<file path="src/rtl/ppm_tx_pkg.sv">
// Shared types and helpers for the PPM frame transmitter.
package ppm_tx_pkg;

  typedef enum logic [2:0] {
    ST_IDLE,
    ST_PREAMBLE,
    ST_DATA,
    ST_CRC,
    ST_GAP
  } ppm_state_e;

  localparam logic [7:0] CRC8_POLY = 8'h07;

  // Advance a CRC-8 over the low m bits of 'bits', MSB-first.
  function automatic logic [7:0] crc8_step(input logic [7:0] crc, input logic [31:0] bits,
                                           input int unsigned m);
    logic [7:0] c;
    logic       fb;
    c = crc;
    for (int i = 31; i >= 0; i--) begin
      if (i < int'(m)) begin
        fb = c[7] ^ bits[i];
        c  = {c[6:0], 1'b0} ^ (fb ? CRC8_POLY : 8'h00);
      end
    end
    return c;
  endfunction

endpackage

</file>
<file path="src/rtl/ppm_tx_fifo.sv">
// Single-clock show-ahead FIFO holding words for the PPM transmitter.
module ppm_tx_fifo #(
  parameter int unsigned DEPTH = 16,
  parameter int unsigned WIDTH = 32
) (
  input  logic                     clk,
  input  logic                     rst_n,
  input  logic                     wr_en,
  input  logic [WIDTH-1:0]         wr_data,
  input  logic                     rd_en,
  output logic [WIDTH-1:0]         rd_data,
  output logic [$clog2(DEPTH):0]   level,
  output logic                     full,
  output logic                     empty
);

  localparam int unsigned AW = $clog2(DEPTH);

  logic [WIDTH-1:0] mem [DEPTH];
  logic [AW-1:0]    wr_ptr_q, rd_ptr_q;
  logic [AW:0]      level_q;
  logic             do_wr, do_rd;

  assign do_wr   = wr_en && !full;
  assign do_rd   = rd_en && !empty;
  assign full    = (level_q == (AW + 1)'(DEPTH));
  assign empty   = (level_q == '0);
  assign level   = level_q;
  assign rd_data = mem[rd_ptr_q];

  // Storage array; contents need no reset.
  always_ff @(posedge clk) begin
    if (do_wr) mem[wr_ptr_q] <= wr_data;
  end

  // Pointers wrap naturally since DEPTH is a power of two.
  always_ff @(posedge clk or negedge rst_n) begin
    if (!rst_n) begin
      wr_ptr_q <= '0;
      rd_ptr_q <= '0;
      level_q  <= '0;
    end else begin
      if (do_wr) wr_ptr_q <= wr_ptr_q + 1'b1;
      if (do_rd) rd_ptr_q <= rd_ptr_q + 1'b1;
      if (do_wr && !do_rd)      level_q <= level_q + 1'b1;
      else if (!do_wr && do_rd) level_q <= level_q - 1'b1;
    end
  end

endmodule

</file>
<file path="src/rtl/ppm_frame_tx.sv">
// PPM frame transmitter: FIFO-fed framer emitting preamble, L-ary PPM data and
// an optional trailing CRC-8. Define PPM_TX_CRC_EN to enable the CRC symbols.
module ppm_frame_tx
  import ppm_tx_pkg::*;
#(
  parameter int unsigned SLOT_DIV      = 500,
  parameter int unsigned BITS_PER_SYM  = 2,
  parameter int unsigned FIFO_DEPTH    = 16,
  parameter int unsigned FRAME_WORDS   = 8,
  parameter int unsigned PREAMBLE_SYMS = 4,
  parameter int unsigned GUARD_SLOTS   = 0,
  parameter int unsigned GAP_SLOTS     = 16
) (
  input  logic                          CLOCK_50,
  input  logic                          reset_n,
  input  logic                          tx_enable,
  input  logic [31:0]                   data_buffer,
  input  logic                          data_buffer_valid,
  output logic                          data_buffer_ready,
  output logic [$clog2(FIFO_DEPTH):0]   fifo_level,
  output logic                          ppm_out,
  output logic                          frame_active,
  output logic                          frame_done
);

  localparam int unsigned L         = 1 << BITS_PER_SYM;
  localparam int unsigned SYM_SLOTS = L + GUARD_SLOTS;
  localparam int unsigned PRE_SLOTS = PREAMBLE_SYMS * L;
  localparam int unsigned WORD_SYMS = 32 / BITS_PER_SYM;
  localparam int unsigned CNT_MAX0  = (PRE_SLOTS > SYM_SLOTS) ? PRE_SLOTS : SYM_SLOTS;
  localparam int unsigned CNT_MAX   = (CNT_MAX0 > GAP_SLOTS) ? CNT_MAX0 : GAP_SLOTS;
  localparam int unsigned CNT_W     = $clog2(CNT_MAX + 1);
  localparam int unsigned SYM_W     = $clog2(WORD_SYMS + 1);
  localparam int unsigned WORD_W    = $clog2(FRAME_WORDS + 1);
  localparam int unsigned DIV_W     = $clog2(SLOT_DIV);
  localparam int unsigned LVL_W     = $clog2(FIFO_DEPTH) + 1;

  localparam logic [DIV_W-1:0]  DIV_LAST   = DIV_W'(SLOT_DIV - 1);
  localparam logic [CNT_W-1:0]  PRE_LAST   = CNT_W'(PRE_SLOTS - 1);
  localparam logic [CNT_W-1:0]  SLOT_LAST  = CNT_W'(SYM_SLOTS - 1);
  localparam logic [CNT_W-1:0]  GAP_LAST   = CNT_W'(GAP_SLOTS - 1);
  localparam logic [SYM_W-1:0]  WSYM_LAST  = SYM_W'(WORD_SYMS - 1);
  localparam logic [WORD_W-1:0] WORD_LAST  = WORD_W'(FRAME_WORDS - 1);
  localparam logic [LVL_W-1:0]  LVL_FRAME  = LVL_W'(FRAME_WORDS);
`ifdef PPM_TX_CRC_EN
  localparam logic [SYM_W-1:0]  CSYM_LAST  = SYM_W'(8 / BITS_PER_SYM - 1);
`endif

  ppm_state_e        state_q, state_d;
  logic [DIV_W-1:0]  div_q;
  logic              tick;
  logic [CNT_W-1:0]  cnt_q, cnt_d;
  logic [SYM_W-1:0]  sym_q, sym_d;
  logic [WORD_W-1:0] word_q, word_d;
  logic [31:0]       shreg_q, shreg_d;
  logic              pop, start;
  logic              ppm_d, active_d, done_d;
  logic              ppm_q, active_q, done_q, ready_en_q;
  logic [31:0]       fifo_data;
  logic              fifo_full, fifo_empty;

  ppm_tx_fifo #(
    .DEPTH (FIFO_DEPTH),
    .WIDTH (32)
  ) u_fifo (
    .clk     (CLOCK_50),
    .rst_n   (reset_n),
    .wr_en   (data_buffer_valid && data_buffer_ready),
    .wr_data (data_buffer),
    .rd_en   (pop),
    .rd_data (fifo_data),
    .level   (fifo_level),
    .full    (fifo_full),
    .empty   (fifo_empty)
  );

  assign data_buffer_ready = ready_en_q && !fifo_full;
  assign tick              = (div_q == DIV_LAST);
  assign start             = tx_enable && (fifo_level >= LVL_FRAME);
  assign ppm_out           = ppm_q;
  assign frame_active      = active_q;
  assign frame_done        = done_q;

  // Free-running slot divider; ready stays low until the first edge after reset.
  always_ff @(posedge CLOCK_50 or negedge reset_n) begin
    if (!reset_n) begin
      div_q      <= '0;
      ready_en_q <= 1'b0;
    end else begin
      div_q      <= tick ? '0 : div_q + 1'b1;
      ready_en_q <= 1'b1;
    end
  end

`ifdef PPM_TX_CRC_EN
  logic [7:0] crc_q;

  // CRC clears on frame start and absorbs each word as it is popped.
  always_ff @(posedge CLOCK_50 or negedge reset_n) begin
    if (!reset_n) begin
      crc_q <= '0;
    end else if (tick && state_q == ST_IDLE && start) begin
      crc_q <= '0;
    end else if (pop) begin
      crc_q <= crc8_step(crc_q, fifo_data, 32);
    end
  end
`endif

  // FSM state and slot/symbol/word position registers.
  always_ff @(posedge CLOCK_50 or negedge reset_n) begin
    if (!reset_n) begin
      state_q <= ST_IDLE;
      cnt_q   <= '0;
      sym_q   <= '0;
      word_q  <= '0;
      shreg_q <= '0;
    end else begin
      state_q <= state_d;
      cnt_q   <= cnt_d;
      sym_q   <= sym_d;
      word_q  <= word_d;
      shreg_q <= shreg_d;
    end
  end

  // Next-state: all movement happens on slot ticks; cnt_q is the slot within the section.
  always_comb begin
    state_d = state_q;
    cnt_d   = cnt_q;
    sym_d   = sym_q;
    word_d  = word_q;
    shreg_d = shreg_q;
    pop     = 1'b0;
    if (tick) begin
      unique case (state_q)
        ST_IDLE: begin
          if (start) begin
            state_d = ST_PREAMBLE;
            cnt_d   = '0;
          end
        end
        ST_PREAMBLE: begin
          if (cnt_q == PRE_LAST) begin
            state_d = ST_DATA;
            cnt_d   = '0;
            sym_d   = '0;
            word_d  = '0;
            pop     = 1'b1;
            shreg_d = fifo_data;
          end else begin
            cnt_d = cnt_q + 1'b1;
          end
        end
        ST_DATA: begin
          if (cnt_q == SLOT_LAST) begin
            cnt_d = '0;
            if (sym_q == WSYM_LAST) begin
              sym_d = '0;
              if (word_q == WORD_LAST) begin
`ifdef PPM_TX_CRC_EN
                state_d = ST_CRC;
                shreg_d = {crc_q, 24'h0};
`else
                state_d = ST_GAP;
`endif
              end else begin
                word_d  = word_q + 1'b1;
                pop     = 1'b1;
                shreg_d = fifo_data;
              end
            end else begin
              sym_d   = sym_q + 1'b1;
              shreg_d = shreg_q << BITS_PER_SYM;
            end
          end else begin
            cnt_d = cnt_q + 1'b1;
          end
        end
        ST_CRC: begin
`ifdef PPM_TX_CRC_EN
          if (cnt_q == SLOT_LAST) begin
            cnt_d = '0;
            if (sym_q == CSYM_LAST) begin
              sym_d   = '0;
              state_d = ST_GAP;
            end else begin
              sym_d   = sym_q + 1'b1;
              shreg_d = shreg_q << BITS_PER_SYM;
            end
          end else begin
            cnt_d = cnt_q + 1'b1;
          end
`else
          state_d = ST_IDLE;
`endif
        end
        ST_GAP: begin
          if (cnt_q == GAP_LAST) state_d = ST_IDLE;
          else                   cnt_d   = cnt_q + 1'b1;
        end
        default: state_d = ST_IDLE;
      endcase
    end
  end

  // Output decode for the slot being entered; guard slots never match a symbol value.
  always_comb begin
    ppm_d = 1'b0;
    unique case (state_d)
      ST_PREAMBLE:     ppm_d = 1'b1;
      ST_DATA, ST_CRC: ppm_d = (cnt_d == CNT_W'(shreg_d[31 -: BITS_PER_SYM]));
      default:         ppm_d = 1'b0;
    endcase
    active_d = (state_d != ST_IDLE);
    done_d   = tick && (state_q == ST_GAP) && (cnt_q == GAP_LAST);
  end

  // Registered line outputs.
  always_ff @(posedge CLOCK_50 or negedge reset_n) begin
    if (!reset_n) begin
      ppm_q    <= 1'b0;
      active_q <= 1'b0;
      done_q   <= 1'b0;
    end else begin
      ppm_q    <= ppm_d;
      active_q <= active_d;
      done_q   <= done_d;
    end
  end

endmodule

</file>
<file path="config.mk">
export PLATFORM = sky130hd
export DESIGN_NAME = ppm_frame_tx
export DESIGN_NICKNAME = d
export VERILOG_FILES = /design/src/rtl/ppm_tx_pkg.sv /design/src/rtl/ppm_tx_fifo.sv /design/src/rtl/ppm_frame_tx.sv
export SDC_FILE = /design/constraint.sdc
export NUM_CORES = 1
export LEC_CHECK = 0
export ABC_AREA = 1
export CORE_ASPECT_RATIO = 1.25
export CORE_MARGIN = 2
export CORE_UTILIZATION = 30
export CTS_BUF_LIST = sky130_fd_sc_hd__clkbuf_16
export DETAILED_ROUTE_END_ITERATION = 8
export DONT_BUFFER_PORTS = 1
export HOLD_SLACK_MARGIN = 0.03
export RECOVER_POWER = 50
export SYNTH_ARGS = -nofsm -noshare
export SYNTH_HDL_FRONTEND = slang
export SYNTH_HIERARCHICAL = 1
export SYNTH_SLANG_ARGS = --single-unit
</file>
<file path="constraint.sdc">
create_clock -name CLOCK_50 -period 8.2 [get_ports CLOCK_50]
set_clock_uncertainty 0.05 [all_clocks]
set_input_delay 0.82 -clock CLOCK_50 [delete_from_list [all_inputs] [get_ports CLOCK_50]]
set_output_delay 0.82 -clock CLOCK_50 [all_outputs]
set_load 0.01 [all_outputs]
</file>
==> impl_results.md <==
* GRT Overall Usage at about 15%
* Die Y at 333 µm
* # resized after CTS at 0
* Met2 usage at 27.1%
* Worst-Skew Late Latency at around 0.6 ns
* WL final at 65.9 mm
* Synth Instances at 2577
* Drt wl/cell at 17.8 µm
* Initial antenna violation count at 0
* Area growth from synthesis to layout at 10.8%
* GRT met3 Usage at 2.19%
* Starting Density at between 30% and 40%
* RD Place Congestion at ~0.77
* Sw Ratio at 22.9%
* Commonest non-fill, non-tap cells in the layout: 928 x nand2_1, 512 x edfxtp_1, 295 x inv_1, 226 x nand3_1, 223 x nor2_1
* Met1 Usage GRT at 17.3%
* Register area at 17300 µm²
* # IOs at 45
* Routed vias at approximately 17000
* Max_slew headroom at 15.2%
* Critical R2R Launch: u_fifo/rd_ptr_q[0]
* Fin area at roughly 29000 µm²
* R2R Setup Slk at 4.51 ns
* Crit path launch type: register
* CTS tree: done
* Logic pwr share at between 5 and 6%
* Worst-Margin Slew at 1.27 ns
* Clk pwr share at 39.0%
* Filler cells at 8576
* Fmax at 271 MHz
* Crit path capture: shreg_q[16]
* Commonest non-fill, non-tap cell in the layout: nand2_1
* R2R depth at 12
* Syn_nets at 2631
* HPWL Detailed at between 30 and 40 mm
* Vias per cell at 4.69
* Antenna Violating Nets Remaining at 0
* Setup TNS at 0 ns
* ANT cells at 0
* Final hold vios at 0
* Core area at 85600 µm²
* Number of global-route vias before repair at 16600
* CP max FO at 124
* DR pass1 iterations at 5
* Tmin final at 3.69 ns
* Die X at 267 µm
* Die area at 88700 µm²
* Slew Limit Fails at 0
* Largest net degree at the start of global routing at roughly 130
* Mean Syn Cell Area at 10.1 µm²
* DRT iter0 DRCs at 1265
* H-tree depth at 2
* Total Nets Final at 2607
* Crit Reg-Reg Endpoint: shreg_q[16]
* P per Cell Area at 216 nW/µm²
* Area occupied by multi-input gates at approximately 7000 µm²
* Placed Area at 27000 µm²
* RSZ-0062 raised after global routing: false
* Clock transition at path regs at 0.06 ns
* Root buffer cell: clkbuf_16
* Peak supply drop at around 150 µV
* # rows at 120
* # setup viols final at 0
* Yosys warning count at 6
* Final Util at 33.5%
* Kind of critical path: reg2reg
* Share of layout cells above drive strength 1 at 6.24%
* Tcrit/Tclk final at 45.0%
* Psw at 0.00142 W
* CTS Buf Count at 55
* Hold WC Path Type: in2async
* Global-route wire length before repair at roughly 100 mm
* Status: finished, final reports clean
* Mapped cell area at 25900 µm²
* Seq pwr share at 55.6%
* Nature of the critical path endpoint: register
* Max_cap viols at 0
* DRC at 0
* I/O Buffers at 0
* Internal at 0.00479 W
* CP Data Arrival Time at 4.14 ns
* Cell leakage power at 11.4 nW
* CP startpoint: u_fifo/rd_ptr_q[0]
* Grt peak-use layer: met2
* WP data required at slightly below 9 ns
* Total gr overflow at 0
* Clk sinks at 587
* Clk buf depth at 3
[final cells by class]
cell class	count	share of cell area, %
Clock inverter	47	1.05
Multi-Input combinational cell	1588	24.5
Timing Repair Buffer	32	0.907
Tap cell	1098	4.79
Sequential cell	587	60.1
Inverter	289	3.81
Clock buffer	55	4.79
[flip-flops by register name, indices dropped and copies added (netlist names)]
register,flops
shreg_q,32
frame_active,1
word_q,4
frame_done,1
u_fifo/rd_ptr_q,4
ready_en_q,1
state_q,3
u_fifo/level,5
div_q,9
sym_q,5
cnt_q,5
ppm_out,1
u_fifo/mem,512
u_fifo/wr_ptr_q,4
[layer usage]
layer  vias up  share of wire, %
met4         0               2.8
met3       116               5.4
met2       481                52
met1      8396                40
met5         -                 0
li1       8329                 -
[stage by stage]
stage | cells | power [W] | hold WS, ns | worst slack (ns)
final | 3696 | 0.00620 | 0.0731 | 4.51
after global routing | 3696 | 0.00642 | 0.0960 | 4.19
after CTS | 3696 | 0.00625 | 0.0709 | 4.56
after detailed placement | 3593 | 0.00384 | 0.401 | 4.59
after global placement | 3593 | 0.00383 | 0.398 | 4.56
after floorplan | 2577 | 0.00370 | 0.383 | 4.96
[worst min path at each step]
stage                       to  cells after the start  startpoint  slack [ns]
detailed placement    div_q[0]                      1    div_q[0]        0.40
global route        shreg_q[3]                      1     reset_n         0.1
global placement      div_q[0]                      1    div_q[0]        0.40
floorplan             div_q[0]                      1    div_q[0]        0.38
CTS                 shreg_q[0]                      1     reset_n        0.07
finish              shreg_q[3]                      1     reset_n        0.07
[worst max-delay path, stage by stage (launching register included)]
cell and delay [ns]:
dfrtp_4 0.78, inv_6 0.82, buf_4 0.80, nand2_1 0.12, nand3_1 0.13, nand2_1 0.06
nor2_1 0.16, nand2_1 0.07, nand2_1 0.08, nand2_1 0.05, o21ai_0 0.11, a31oi_1 0.06
o22ai_1 0.13
[power groups by stage]
stage,sequential [W],clock [W],combinational [W]
after global routing,0.00346,0.00258,0.000379
after floorplan,0.00350,0,0.000204
after detailed placement,0.00351,0,0.000328
after CTS,0.00345,0.00246,0.000340
after global placement,0.00351,0,0.000325
final,0.00345,0.00242,0.000335
[repair_timing]
item	in CTS	in global routing
hold endpoints to repair	75	0
hold buffers	1	0
setup buffers	0	0
(Power assumes the default switching activity.)
